### config.mk
export PLATFORM = sky130hd
export DESIGN_NAME = key_debounce_multi_flat
export DESIGN_NICKNAME = d
export VERILOG_FILES = /design/src/rtl/key_debounce_multi_pkg.sv /design/src/rtl/key_debounce_multi_if.sv /design/src/rtl/key_debounce_ch.sv /design/src/rtl/key_debounce_multi.sv /design/src/flat_wrapper.sv
export SDC_FILE = /design/constraint.sdc
export NUM_CORES = 1
export LEC_CHECK = 0
export CAP_MARGIN = 20
export CORE_UTILIZATION = 29
export DETAILED_ROUTE_END_ITERATION = 7
export PLACE_DENSITY = 0.47
export SETUP_SLACK_MARGIN = 0.1
export SLEW_MARGIN = 20
export SYNTH_ARGS = -nofsm -noshare
export SYNTH_HDL_FRONTEND = slang
export SYNTH_SLANG_ARGS = --single-unit
### constraint.sdc
create_clock -name clk -period 6.67 [get_ports clk]
set_input_delay 0.667 -clock clk [delete_from_list [all_inputs] [get_ports clk]]
set_output_delay 0.667 -clock clk [all_outputs]
set_load 0.03 [all_outputs]
### src/rtl/key_debounce_multi_pkg.sv
// key_pkg: shared debounce FSM state encoding and counter width helper
package key_pkg;
    typedef enum logic [1:0] {IDLE, PRESS_DB, HELD, REL_DB} key_state_e;

    function automatic int cnt_w(input int n);
        return ($clog2(n) < 1) ? 1 : $clog2(n);
    endfunction
endpackage

### src/rtl/key_debounce_multi_if.sv
// key_debounce_multi_if: raw key pins in, debounced level and event pulses out
interface key_debounce_multi_if #(parameter int KEY_NUM = 3);
    logic [KEY_NUM-1:0] key;
    logic [KEY_NUM-1:0] key_level;
    logic [KEY_NUM-1:0] key_press;
    logic [KEY_NUM-1:0] key_release;
    logic [KEY_NUM-1:0] key_long;
    logic [KEY_NUM-1:0] key_repeat;
    modport master(output key, input key_level, key_press, key_release, key_long, key_repeat);
    modport slave(input key, output key_level, key_press, key_release, key_long, key_repeat);
endinterface

### src/rtl/key_debounce_ch.sv
// key_debounce_ch: one active-low key, synchroniser, debounce FSM, hold timer
module key_debounce_ch import key_pkg::*; #(
    parameter int DEBOUNCE_CYC = 1_000_000,
    parameter int LONG_CYC     = 50_000_000,
    parameter int REPEAT_CYC   = 10_000_000,
    parameter int REPEAT_EN    = 1
) (
    input  logic clk,
    input  logic rst_n,
    input  logic key,
    output logic key_level,
    output logic key_press,
    output logic key_release,
    output logic key_long,
    output logic key_repeat
);
    localparam int DW = cnt_w(DEBOUNCE_CYC);
    localparam int HW = cnt_w(LONG_CYC);

    key_state_e    state, state_nx;
    logic [1:0]    sync;
    logic [DW-1:0] dcnt;
    logic [HW-1:0] hcnt;
    logic s, long_done, d_done, d_run, tick, hit;
    logic press_d, release_d, long_d, repeat_d;

    assign s = sync[1];

    always_ff @(posedge clk or negedge rst_n)
        if (!rst_n) begin
            sync  <= 2'b11;
            state <= IDLE;
        end else begin
            sync  <= {sync[0], key};
            state <= state_nx;
        end

    always_comb begin
        state_nx = state;
        case (state)
            IDLE:     state_nx = s ? IDLE : PRESS_DB;
            PRESS_DB: state_nx = s ? IDLE : d_done ? HELD : PRESS_DB;
            HELD:     state_nx = s ? REL_DB : HELD;
            REL_DB:   state_nx = !s ? HELD : d_done ? IDLE : REL_DB;
            default:  state_nx = IDLE;
        endcase
    end

    // hold time keeps ticking on the cycle a release glitch ends, so only true REL_DB cycles pause it
    always_comb begin
        d_done    = dcnt == DW'(DEBOUNCE_CYC - 1);
        d_run     = (state == PRESS_DB && !s) || (state == REL_DB && s);
        press_d   = state == PRESS_DB && !s && d_done;
        release_d = state == REL_DB && s && d_done;
        tick      = !s && (state == HELD || state == REL_DB);
        hit       = tick && hcnt == HW'(LONG_CYC - 1);
        long_d    = hit && !long_done;
        repeat_d  = hit && long_done && REPEAT_EN != 0;
    end

    always_ff @(posedge clk or negedge rst_n)
        if (!rst_n) begin
            dcnt        <= '0;
            hcnt        <= '0;
            long_done   <= 1'b0;
            key_level   <= 1'b1;
            key_press   <= 1'b0;
            key_release <= 1'b0;
            key_long    <= 1'b0;
            key_repeat  <= 1'b0;
        end else begin
            dcnt        <= (d_run && !d_done) ? dcnt + 1'b1 : '0;
            hcnt        <= press_d ? '0 :
                           hit ? (REPEAT_EN != 0 ? HW'(LONG_CYC - REPEAT_CYC) : hcnt) :
                           tick ? hcnt + 1'b1 : hcnt;
            long_done   <= press_d ? 1'b0 : long_done | long_d;
            key_level   <= press_d ? 1'b0 : release_d ? 1'b1 : key_level;
            key_press   <= press_d;
            key_release <= release_d;
            key_long    <= long_d;
            key_repeat  <= repeat_d;
        end
endmodule

### src/rtl/key_debounce_multi.sv
// key_debounce_multi: KEY_NUM independent debounce channels side by side
module key_debounce_multi #(
    parameter int KEY_NUM      = 3,
    parameter int DEBOUNCE_CYC = 1_000_000,
    parameter int LONG_CYC     = 50_000_000,
    parameter int REPEAT_CYC   = 10_000_000,
    parameter int REPEAT_EN    = 1
) (
    input logic             clk,
    input logic             rst_n,
    key_debounce_multi_if.slave bus
);
    for (genvar i = 0; i < KEY_NUM; i++) begin : g_ch
        key_debounce_ch #(
            .DEBOUNCE_CYC(DEBOUNCE_CYC),
            .LONG_CYC(LONG_CYC),
            .REPEAT_CYC(REPEAT_CYC),
            .REPEAT_EN(REPEAT_EN)
        ) u_ch (
            .clk(clk),
            .rst_n(rst_n),
            .key(bus.key[i]),
            .key_level(bus.key_level[i]),
            .key_press(bus.key_press[i]),
            .key_release(bus.key_release[i]),
            .key_long(bus.key_long[i]),
            .key_repeat(bus.key_repeat[i])
        );
    end
endmodule
### src/flat_wrapper.sv
// flat-port wrapper written by rule: the top's interface ports become plain ports
module key_debounce_multi_flat 
#(
    parameter int KEY_NUM      = 3,
    parameter int DEBOUNCE_CYC = 1_000_000,
    parameter int LONG_CYC     = 50_000_000,
    parameter int REPEAT_CYC   = 10_000_000,
    parameter int REPEAT_EN    = 1
)
  (clk, rst_n, bus_key, bus_key_level, bus_key_press, bus_key_release, bus_key_long, bus_key_repeat);
  key_debounce_multi_if #(.KEY_NUM(KEY_NUM)) bus_i ();
  input logic clk;
  input logic rst_n;
  input wire logic [$bits(bus_i.key)-1:0] bus_key;
  output wire logic [$bits(bus_i.key_level)-1:0] bus_key_level;
  output wire logic [$bits(bus_i.key_press)-1:0] bus_key_press;
  output wire logic [$bits(bus_i.key_release)-1:0] bus_key_release;
  output wire logic [$bits(bus_i.key_long)-1:0] bus_key_long;
  output wire logic [$bits(bus_i.key_repeat)-1:0] bus_key_repeat;
  assign bus_i.key = bus_key;
  assign bus_key_level = bus_i.key_level;
  assign bus_key_press = bus_i.key_press;
  assign bus_key_release = bus_i.key_release;
  assign bus_key_long = bus_i.key_long;
  assign bus_key_repeat = bus_i.key_repeat;
  key_debounce_multi #(.KEY_NUM(KEY_NUM), .DEBOUNCE_CYC(DEBOUNCE_CYC), .LONG_CYC(LONG_CYC), .REPEAT_CYC(REPEAT_CYC), .REPEAT_EN(REPEAT_EN)) u_core (.clk(clk), .rst_n(rst_n), .bus(bus_i));
endmodule
Word level (Yosys, flattened, before mapping)
Cells that the tools add are included.
{"block": "totals", "ff_bits": 168, "word_cells": 147}
{"block": "classes", "addsub": 6, "n_eq_ne": 15, "mux": 42, "n_bitwise": 3, "reduce_logical": 51}
{"op": "26-bit two-way mux", "count": 9}
{"op": "26-bit by 1-bit adder with 26-bit output, second input constant", "count": 3}
{"op": "26-bit equality test, second input constant", "count": 3}
{"op": "20-bit by 1-bit adder with 20-bit output, second input constant", "count": 3}
{"op": "20-bit equality test, second input constant", "count": 3}
{"op": "20-bit two-way mux", "count": 3}
{"op": "1-bit logical AND", "count": 27}
{"op": "2-bit two-way mux", "count": 12}
{"op": "2-bit case mux with 4 select lines", "count": 3}
{"op": "1-bit two-way mux", "count": 15}
{"op": "2-bit equality test, second input constant", "count": 6}
{"op": "1-bit logical NOT", "count": 9}
{"op": "3-bit nonzero test", "count": 3}
{"op": "2-bit by 1-bit equality test with 1-bit output, second input constant", "count": 3}
{"op": "2-bit logical NOT", "count": 3}
{"op": "1-bit logical OR", "count": 6}
{"op": "2-bit nonzero test", "count": 3}
{"op": "1-bit bitwise OR", "count": 3}

Longest topological paths before layout
Gate-level depths: netlist (run 1).
{"block": "depth", "word_depth": 7, "depth_mapped": 10}

Hierarchy
Synthesis (run 1) repeated with hierarchy kept, for this count alone.
{"block": "unflattened", "cells_unflattened": 918, "hier_area_um2": 8826.0}
{"module": "key_debounce_ch at u_core.g_ch[1].u_ch ...", "instances": 2, "cells_each": 308, "area_per_inst_um2": 2977.9, "seq_area_each_um2": 1405.1}
{"module": "key_debounce_ch at u_core.g_ch[0].u_ch", "instances": 1, "cells_each": 302, "area_per_inst_um2": 2870.3, "seq_area_each_um2": 1405.1}

Worst setup path after synthesis (run 1)
No wires, ideal clock.
{"block": "synth_path", "path_type": "flip-flop to flip-flop", "from": "register u_core.g_ch[2].u_ch.hcnt[0]", "to": "register u_core.g_ch[2].u_ch.hcnt[1]", "setup_ps": 121, "t_arrival_ps": 2140, "t_required_ps": 6549, "setup_slack_ps": 4409, "path_stages_with_launch": 9, "n_path_buf": 2, "path_cell_list": "dfrtp_1 -> ha_1 -> nand3b_1 -> or2_2 -> or4_4 -> buf_6 -> and2_4 -> buf_6 -> a22o_1"}
{"block": "synth_between", "elab_chain_len": 4, "word_cells_on_any_way": 7}
{"item": "from (decl)", "line": "key_debounce_ch.sv:23", "rtl": "logic [HW-1:0] hcnt;"}
{"item": "from (signal assigned)", "line": "key_debounce_ch.sv:73", "rtl": "hcnt <= press_d ? '0 :"}
{"item": "26-bit by 1-bit adder with 26-bit output or 26-bit equality test (tied branches)", "line": "key_debounce_ch.sv:75, key_debounce_ch.sv:56"}
{"item": "26-bit two-way mux or 1-bit logical AND (tied branches)", "line": "key_debounce_ch.sv:75, key_debounce_ch.sv:56"}
{"item": "26-bit two-way mux", "line": "key_debounce_ch.sv:74", "rtl": "hit ? (REPEAT_EN != 0 ? HW'(LONG_CYC - REPEAT_CYC) : hcnt) :"}
{"item": "26-bit two-way mux", "line": "key_debounce_ch.sv:73"}
Several ways; a longest one is shown, not always the timed one. The select of a mux whose other input is x is not followed.
A chain may end at the register's enable or synchronous reset.

Worst setup path after layout (run 1)
{"block": "layout_path", "from": "register u_core.g_ch[1].u_ch.dcnt[0]", "to": "register u_core.g_ch[1].u_ch.hcnt[25]"}
{"block": "layout_between", "elab_chain_len": 3, "word_cells_on_any_way": 4}
{"item": "from (decl)", "line": "key_debounce_ch.sv:22", "rtl": "logic [DW-1:0] dcnt;"}
{"item": "from (signal assigned)", "line": "key_debounce_ch.sv:72", "rtl": "dcnt <= (d_run && !d_done) ? dcnt + 1'b1 : '0;"}
{"item": "20-bit equality test (*)", "line": "key_debounce_ch.sv:51", "rtl": "d_done = dcnt == DW'(DEBOUNCE_CYC - 1);"}
{"item": "1-bit logical AND (*)", "line": "key_debounce_ch.sv:53", "rtl": "press_d = state == PRESS_DB && !s && d_done;"}
{"item": "net u_core.g_ch[1].u_ch.press_d", "line": "key_debounce_ch.sv:25", "rtl": "logic press_d, release_d, long_d, repeat_d;"}
{"item": "3-bit nonzero test (no line) or 26-bit two-way mux (tied branches)"}
{"item": "to (signal assigned)", "line": "key_debounce_ch.sv:73"}
{"item": "to (decl)", "line": "key_debounce_ch.sv:23"}
Mark *: on every way through the listed nets, which the timed path passes. The rest lies on a longest branch.

==> out/results.ini, run 1 <==
[cts]
clk_pin_slew_ns=0.08
post-cts-setup-buffer-count=0
cts_resized=0
tritoncts=done
cts_num_sinks=168
clk_path_buf_depth=2
numCtsBuffers=17
clock_latency_ns=0.43
clk_root_buffer_cell=clkbuf_16
hold_buffers=0
htreeDepth=4

[worst_setup_path]
end_kind=register
critPathKind=register to register
cp.arrival_ns=3.19
startpoint_type=register
crit_start=u_core.g_ch[1].u_ch.dcnt[0]$_DFF_PN0_
critPathMaxFanout=12
r2r-start=u_core.g_ch[1].u_ch.dcnt[0]$_DFF_PN0_
crit_required_ns=7.00

[route]
drc_errors=0
drt_iter0_drc=340
wl_per_cell_um=14.0
ant_nets=0
drtPass1Iterations=4
via_count=6452
routed_wl_mm=18.1
via_per_inst=5.00

[synth]
async_flop_share_pct=100
seq_area_frac_synth_pct=50.7
syn_area_um2=8310
ys_types=60
yosys-top-cells-count=dfrtp_1, nor2_1, o21ai_0, nand2_1, nand3_1
synth_seq_cells=168
synth_nets=908
yosysTopAreaCellShare_pct=47.9
synth_edf_count=0
ys_top_cells_by_area=dfrtp_1, nor2_1, o21ai_0, xor2_1, nand2_1
ys.warnings.count=0
synth.most_common_cell=dfrtp_1
synthCells=897
yosys.area.top_type=dfrtp_1
syn_avg_cell_area_um2=9.26
ys.flop_type=dfrtp_1

[power_and_ir_drop]
seqPwrFrac_pct=50.8
power_switching_mw=0.464
p_int_mw=1.56
finalPower_mw=2.02
pwr-share-clk_pct=47.5
cellPowerDensity_nw_per_um2=217
p_leak_nw=3.72
comb_power_share_pct=1.7
switching_share_pct=22.9
ir_drop_mv=0.163

[cells_and_area]
fin_util_pct=33.4
drive_above_1_share_pct=7.12
area_growth_pct=12.5
insertedDiodeCount=0
nFillCells=2908
nets=911

[timing]
setup_ws_ns=3.81
hold_slack_ns=0.313
finalMaxSlewViolations=0
setup_viol=0
rsz0062_at_grt=no
tightest_slew_ns=1.07
post-route-min-period_ns=2.86
finalCritPeriodShare_pct=42.9
skew_ns=0.0188
slew_headroom_pct=28.1
fin_setup_tns_ns=0
max_freq_mhz=350
hold_viol=0

[placement]
pre_cts_ws_ns=3.71
io_buffers=19
gp_congestion=0.743
hpwl_mm=11.5

[hold_path]
hp-class=primary input to asynchronous set/reset pin

[floorplan]
initial_core_util_pct=29.7
io_pins=20
design.core.area_um2=28000
core.rowCount=61
die_h_um=171
die_w_um=171
die_area_um2=29300

[global_route]
grt_overflow=0
antenna_found_initial=0
grt.total_usage_pct=13.5
grt_pass1_vias=6429
grt_max_degree=98
grt_pass1_wl_mm=32.0

[job]
drv_cap=0

[status]
outcome=finished, final reports clean

per-stage QoR:
stage	area (um2)	cells
finish	9350	1291
global route	9350	1291
CTS	9350	1291
detailed placement	8790	1259
global placement	8790	1259
floorplan	8310	897
flip-flops by register name (all words and copies together) (netlist names):
| signal | flops |
|---|---|
| u_core.g_ch.u_ch.dcnt | 60 |
| u_core.g_ch.u_ch.hcnt | 78 |
| u_core.g_ch.u_ch.key_level | 3 |
| u_core.g_ch.u_ch.key_long | 3 |
| u_core.g_ch.u_ch.key_press | 3 |
| u_core.g_ch.u_ch.key_release | 3 |
| u_core.g_ch.u_ch.key_repeat | 3 |
| u_core.g_ch.u_ch.long_done | 3 |
| u_core.g_ch.u_ch.state | 6 |
| u_core.g_ch.u_ch.sync | 6 |
logic make-up after synthesis:
group	synth area share [%]
compound gates	12.1
simple gates	25.8
buf+inv	3.68
fa+ha+maj	0.904
flops	50.7
mux	0.482
xor+xnor	6.33
final cells by class:
type	instances	area, um2	area share [%]
clock inverter	12	116	1.24
sequential	168	4220	45.1
tap	378	473	5.06
multi-input combinational	669	3790	40.5
clock buffer	20	447	4.78
inverter	18	67.6	0.723
timing repair buffer	26	244	2.61
worst paths after layout:
check	end	slack [ns]	depth (start not counted)
setup / recovery	u_core.g_ch[1].u_ch.hcnt[25]$_DFFE_PN0P_	3.81	9
max in group asynchronous	u_core.g_ch[0].u_ch.dcnt[12]$_DFF_PN0_	4.86	2
min in group clk	u_core.g_ch[0].u_ch.sync[1]$_DFF_PN1_	0.36	0
hold reg to reg	u_core.g_ch[0].u_ch.sync[1]$_DFF_PN1_	0.36	0
hold / removal	u_core.g_ch[0].u_ch.hcnt[24]$_DFFE_PN0P_	0.31	1
setup reg to reg	u_core.g_ch[1].u_ch.hcnt[25]$_DFFE_PN0P_	3.81	9
power groups by stage:
stage | clock network (mW) | registers, mW | logic [mW]
3_5_place_dp | 0 | 1.05 | 0.0378
3_3_place_gp | 0 | 1.05 | 0.0380
4_1_cts | 0.997 | 1.03 | 0.0380
5_1_grt | 1.04 | 1.03 | 0.0416
2_1_floorplan | 0 | 1.05 | 0.0106
6_report | 0.961 | 1.03 | 0.0348
cell usage in the layout (no fill, tap or decap), types with 7 or more instances in the layout:
| master | count |
|---|---|
| a21oi_1 | 37 |
| a31oi_1 | 12 |
| and2_1 | 7 |
| and3_1 | 26 |
| and4_1 | 10 |
| buf_4 | 7 |
| clkbuf_16 | 17 |
| clkdlybuf4s50_1 | 18 |
| dfrtp_1 | 159 |
| dfstp_2 | 9 |
| inv_1 | 17 |
| nand2_1 | 79 |
| nand3_1 | 58 |
| nand3b_1 | 7 |
| nand4_1 | 38 |
| nor2_1 | 125 |
| nor3_1 | 27 |
| nor4_1 | 7 |
| o21ai_0 | 85 |
| o31ai_1 | 8 |
| or3_1 | 10 |
| xnor2_1 | 22 |
| xor2_1 | 38 |
per-layer routing:
metal | up-vias | GRT usage [%] | share of wire (%)
li1 | 3192 | - | -
met1 | 3154 | 18.3 | 51
met2 | 86 | 21.2 | 45
met3 | 20 | 2.44 | 2.5
met4 | 0 | 5.36 | 1.7
met5 | - | 0 | 0
worst max-delay path, stage by stage, from the launching register on:
cell     delay, ns
dfrtp_1       0.41
ha_1          0.24
and3_1        0.21
and3_1        0.20
and3_1        0.18
nand2_1       0.32
inv_1         0.22
nor2_1        0.68
o21ai_0       0.20
o31ai_1       0.10
(Power assumes the default switching activity.)
==> inputs of run 2 (changes only) <==
- PLACE_DENSITY: 0.47 -> 0.49
- clock period: 6.67 -> 2.5 ns (I/O delays scaled with it)
==> out/results.ini, run 2 (same netlist as run 1, synthesis figures left out) <==
[worst_setup_path]
max_stage_delay_ns=0.57  ; -0.11 ns
cp.arrival_ns=2.54  ; -0.65 ns
slowest_stage=or4_4
critPathMaxFanout=10  ; -2
startpoint_type=register
critical_path.top_delay_family=simple AND/OR/NAND/NOR gates
path_buf_inv=0  ; -1
path_cells=ha_2 -> nand3b_1 -> or2_2 -> or4_4 -> and2_4 -> a22o_1
end_kind=register
crit_required_ns=2.81  ; -4.19 ns
critPathKind=register to register
rrSetupSlack_ns=0.27  ; -3.54 ns

[placement]
io_buffers=19  ; unchanged
hpwl_mm=12.0  ; +4.1%
gp_congestion=0.789  ; +6.2%

[route]
via_per_inst=4.91  ; -1.7%
drt_iter0_drc=389  ; +14%
routed_wl_mm=18.1  ; about the same
drtPass1Iterations=5  ; +1
via_count=6486  ; +0.53%
ant_nets=0  ; unchanged
drc_errors=0  ; unchanged
wl_per_cell_um=13.7  ; -2.3%

[power_and_ir_drop]
pwr-share-clk_pct=45.8  ; -1.7 points
switching_share_pct=23.1  ; +0.15 points
p_int_mw=4.04  ; +160%
cellPowerDensity_nw_per_um2=549  ; +150%
comb_power_share_pct=1.9  ; +0.2 points
ir_drop_mv=0.446  ; +170%
seqPwrFrac_pct=52.2  ; +1.4 points
p_leak_nw=3.85  ; +3.5%
power_switching_mw=1.21  ; +160%

[cts]
clk_path_buf_depth=2  ; unchanged
clock_latency_ns=0.42  ; about the same
htreeDepth=4  ; unchanged
tritoncts=done
clk_root_buffer_cell=clkbuf_16
numCtsBuffers=17  ; unchanged
cts_num_sinks=168  ; unchanged
clk_pin_slew_ns=0.07  ; about the same

[hold_path]
hp-class=primary input to register

[timing]
rsz0062_at_grt=no
tightest_slew_ns=0.792  ; -0.278 ns
setup_viol=0  ; unchanged
fin_setup_tns_ns=0  ; unchanged
finalCritPeriodShare_pct=89.1  ; +46 points
hold_viol=0  ; unchanged
post-route-min-period_ns=2.23  ; -0.633 ns
max_freq_mhz=449  ; +28%
finalMaxSlewViolations=0  ; unchanged
slew_headroom_pct=47.0  ; +19 points
skew_ns=0.0167  ; -0.00205 ns

[floorplan]
die_w_um=171  ; unchanged
io_pins=20  ; unchanged
die_area_um2=29300  ; unchanged
design.core.area_um2=28000  ; unchanged
core.rowCount=61  ; unchanged
die_h_um=171  ; unchanged
initial_core_util_pct=29.7  ; unchanged

[status]
outcome=finished, final reports clean

[global_route]
grt_pass1_wl_mm=31.5  ; -1.4%
grt.total_usage_pct=13.2  ; -0.24 points
grt_overflow=0  ; unchanged
grt_max_degree=52  ; -47%
grt_pass1_vias=6334  ; -1.5%
antenna_found_initial=0  ; unchanged

[cells_and_area]
drive_above_1_share_pct=10.3  ; +3.2 points
fin_util_pct=34.2  ; +0.79 points
largest_registers=u_core.g_ch.u_ch.hcnt x78, u_core.g_ch.u_ch.dcnt x60
area_growth_pct=15.2
nets=941  ; +3.3%
final_cell_mix=dfrtp_1, nor2_1, o21ai_0
insertedDiodeCount=0  ; unchanged
largest-register=u_core.g_ch.u_ch.hcnt
final_common_cell=dfrtp_1
largest_register_ff_count=78  ; unchanged

[job]
drv_cap=0  ; unchanged

-- run 2: worst paths after layout --
kind,start,endpoint,cells past startpoint
worst min-delay path,bus_key[1],u_core.g_ch[1].u_ch.sync[0]$_DFF_PN1_,1
max in group asynchronous,rst_n,u_core.g_ch[0].u_ch.dcnt[12]$_DFF_PN0_,3
worst min register to register,u_core.g_ch[1].u_ch.sync[0]$_DFF_PN1_,u_core.g_ch[1].u_ch.sync[1]$_DFF_PN1_,0
worst max register to register,u_core.g_ch[2].u_ch.hcnt[1]$_DFFE_PN0P_,u_core.g_ch[2].u_ch.hcnt[1]$_DFFE_PN0P_,6
worst max-delay path,u_core.g_ch[2].u_ch.hcnt[1]$_DFFE_PN0P_,u_core.g_ch[2].u_ch.hcnt[1]$_DFFE_PN0P_,6
min in group asynchronous,rst_n,u_core.g_ch[0].u_ch.hcnt[24]$_DFFE_PN0P_,2
-- run 2: metal layers --
layer / global-route usage, % / vias to the layer above / part of all wire (%)
met5: 0 / - / 0
met4: 3.42 / 0 / 0.78
met3: 2.55 / 12 / 3.2
met2: 21.0 / 95 / 45
met1: 18.4 / 3129 / 51
li1: - / 3250 / -
-- run 2: cell type report --
cell class | count | area, um2
clock buffers | 19 | 433
flip-flops and latches | 168 | 4220
multi-input cells | 669 | 3800
clock inverters | 12 | 95.1
repair buffers | 56 | 484
inverters | 18 | 67.6
fillers | 2912 | 18400
well taps | 378 | 473
-- run 2: repair_timing --
item | 4_1_cts | 5_1_grt
endpoints found under the hold margin | 44 | 0
gates resized for setup | 0 | 6
setup endpoints to repair | 0 | 13
hold buffers | 1 | 0
setup buffers | 0 | 1
-- run 2: metrics by stage --
step / power [mW] / instance area, um2 / cells / hold WS [ns] / setup WS [ns]
floorplan: 2.82 / 8310 / 897 / -0.0456 / 0.239
global placement: 2.91 / 9010 / 1287 / 0.250 / 0.273
detailed placement: 2.90 / 9010 / 1287 / 0.244 / 0.225
CTS: 5.36 / 9550 / 1319 / 0.206 / 0.210
global route: 5.49 / 9570 / 1320 / 0.218 / 0.0959
finish: 5.25 / 9570 / 1320 / 0.228 / 0.273
-- run 2: power by group through the flow --
stage               clock [mW]  combinational (mW)  sequential [mW]
global route              2.62               0.122             2.75
CTS                       2.51               0.111             2.74
global placement             0               0.110             2.80
finish                    2.41               0.102             2.74
detailed placement           0               0.109             2.80
floorplan                    0              0.0284             2.79
==> inputs of run 3 (changes only) <==
- PLACE_DENSITY: 0.49 -> 0.5
- REMOVE_ABC_BUFFERS: unset -> 1
==> out/results.ini, run 3 (same netlist as run 1, synthesis figures left out) <==
[power_and_ir_drop]
pwr-share-clk_pct=50.2  ; +4.4 points
cellPowerDensity_nw_per_um2=590  ; +7.5%
finalPower_mw=5.72  ; +9.0%
ir_drop_mv=0.426  ; -4.4%
p_leak_nw=3.94  ; +2.3%
p_int_mw=4.47  ; +11%
switching_share_pct=21.9  ; -1.2 points
comb_power_share_pct=1.8  ; about the same
power_switching_mw=1.25  ; +3.3%
seqPwrFrac_pct=48.0  ; -4.2 points

[cts]
clk_root_buffer_cell=clkbuf_16
cts_num_sinks=168  ; unchanged
clk_path_buf_depth=2  ; unchanged
numCtsBuffers=17  ; unchanged
clock_latency_ns=0.44  ; +0.02 ns
clk_pin_slew_ns=0.07  ; about the same
htreeDepth=4  ; unchanged
tritoncts=done

[floorplan]
design.core.area_um2=28000  ; unchanged
die_h_um=171  ; unchanged
io_pins=20  ; unchanged
die_w_um=171  ; unchanged
core.rowCount=61  ; unchanged
die_area_um2=29300  ; unchanged
initial_core_util_pct=29.7  ; unchanged

[worst_setup_path]
reg2regPathDepth=6  ; unchanged
r2r_end=u_core.g_ch[2].u_ch.hcnt[1]$_DFFE_PN0P_
crit_start=u_core.g_ch[2].u_ch.hcnt[0]$_DFFE_PN0P_
critPathKind=register to register
end_kind=register
startpoint_type=register
r2r-start=u_core.g_ch[2].u_ch.hcnt[0]$_DFFE_PN0P_
crit_required_ns=2.82  ; about the same
cp.arrival_ns=2.56  ; +0.02 ns
critPathMaxFanout=10  ; unchanged
rrSetupSlack_ns=0.26  ; about the same

[cells_and_area]
insertedDiodeCount=0  ; unchanged
drive_above_1_share_pct=10.6  ; +0.27 points
area_growth_pct=16.7
final_cell_mix=dfrtp_1, nor2_1, o21ai_0
largest_registers=u_core.g_ch.u_ch.hcnt x78, u_core.g_ch.u_ch.dcnt x60
largest-register=u_core.g_ch.u_ch.hcnt
nFillCells=2919  ; +0.24%
largest_register_ff_count=78  ; unchanged
nets=944  ; +0.32%
final_common_cell=dfrtp_1

[hold_path]
hold-path-endpoint=u_core.g_ch[1].u_ch.sync[0]$_DFF_PN1_
hp-class=primary input to register
hp-start=bus_key[1]
hold_depth=1  ; unchanged

[route]
drc_errors=0  ; unchanged
ant_nets=0  ; unchanged
wl_per_cell_um=13.9  ; +1.1%
via_per_inst=4.97  ; +1.2%
via_count=6583  ; +1.5%
drtPass1Iterations=5  ; unchanged
routed_wl_mm=18.3  ; +1.4%
drt_iter0_drc=416  ; +6.9%

[placement]
gp_congestion=0.801  ; +1.5%
io_buffers=19  ; unchanged
hpwl_mm=12.3  ; +2.2%

[timing]
tightest_slew_ns=0.691  ; -0.101 ns
finalCritPeriodShare_pct=89.6  ; +0.47 points
slew_headroom_pct=53.7  ; +6.7 points
hold_slack_ns=0.223  ; -0.00503 ns
rsz0062_at_grt=no
post-route-min-period_ns=2.24  ; +0.0118 ns
setup_viol=0  ; unchanged
fin_setup_tns_ns=0  ; unchanged
finalMaxSlewViolations=0  ; unchanged
max_freq_mhz=447  ; -0.53%
skew_ns=0.00928  ; -0.00742 ns
hold_viol=0  ; unchanged

[global_route]
grt_overflow=0  ; unchanged
antenna_found_initial=0  ; unchanged
grt_max_degree=44  ; -15%
grt_pass1_vias=6214  ; -1.9%
grt_pass1_wl_mm=31.7  ; +0.44%
grt.total_usage_pct=13.5  ; +0.28 points

[job]
drv_cap=0  ; unchanged

[status]
outcome=finished, final reports clean

## run 3: worst max-delay path by stage
stage	cells past startpoint	end	slack, ns
after floorplan	7	u_core.g_ch[2].u_ch.hcnt[13]$_DFFE_PN0P_	0.15
after global placement	6	u_core.g_ch[2].u_ch.hcnt[1]$_DFFE_PN0P_	0.26
after detailed placement	6	u_core.g_ch[2].u_ch.hcnt[1]$_DFFE_PN0P_	0.24
after CTS	6	u_core.g_ch[2].u_ch.hcnt[1]$_DFFE_PN0P_	0.22
after global routing	9	u_core.g_ch[2].u_ch.hcnt[16]$_DFFE_PN0P_	0.10
final	6	u_core.g_ch[2].u_ch.hcnt[1]$_DFFE_PN0P_	0.26
## run 3: per-layer routing
layer	share of wire, %	GRT usage [%]
met1	51	19.0
met2	45	20.6
met3	2.8	2.90
met4	1.1	4.23
met5	0	0
## run 3: what timing repair did
| item | CTS | global route |
|---|---|---|
| endpoints found under the setup margin | 0 | 13 |
| resized for setup | 0 | 1 |
| hold buffers | 1 | 0 |
| hold endpoints to repair | 35 | 0 |
| setup buffers | 0 | 4 |
## run 3: cell type report
type,instances,area [um2],share of cell area [%]
clock buffers,18,439,4.53
clock inverters,14,195,2.01
inverters,18,67.6,0.697
multi-input cells,669,3790,39.1
flip-flops and latches,168,4220,43.5
well taps,378,473,4.88
repair buffers,59,519,5.35
## run 3: metrics by stage
step,instance area (um2),worst slack [ns],utilization [%],cells
finish,9700,0.261,34.6,1324
global route,9700,0.104,34.6,1324
CTS,9670,0.219,34.5,1320
detailed placement,9020,0.236,32.2,1287
global placement,9020,0.257,32.2,1287
floorplan,8070,0.147,-,855
## run 3: critical path: stages, from the launching register on
cell and delay, ns:
dfrtp_1 0.39, ha_1 0.20, nand3b_1 0.12, or2_2 0.33, or4_4 0.62, and2_4 0.23, a22o_1 0.23
## run 3: power by group through the flow
| stage | logic, mW | clock network (mW) | registers (mW) |
|---|---|---|---|
| global placement | 0.112 | 0 | 2.80 |
| finish | 0.106 | 2.87 | 2.75 |
| floorplan | 0.0243 | 0 | 2.79 |
| detailed placement | 0.113 | 0 | 2.80 |
| CTS | 0.115 | 2.96 | 2.75 |
| global route | 0.126 | 3.08 | 2.75 |
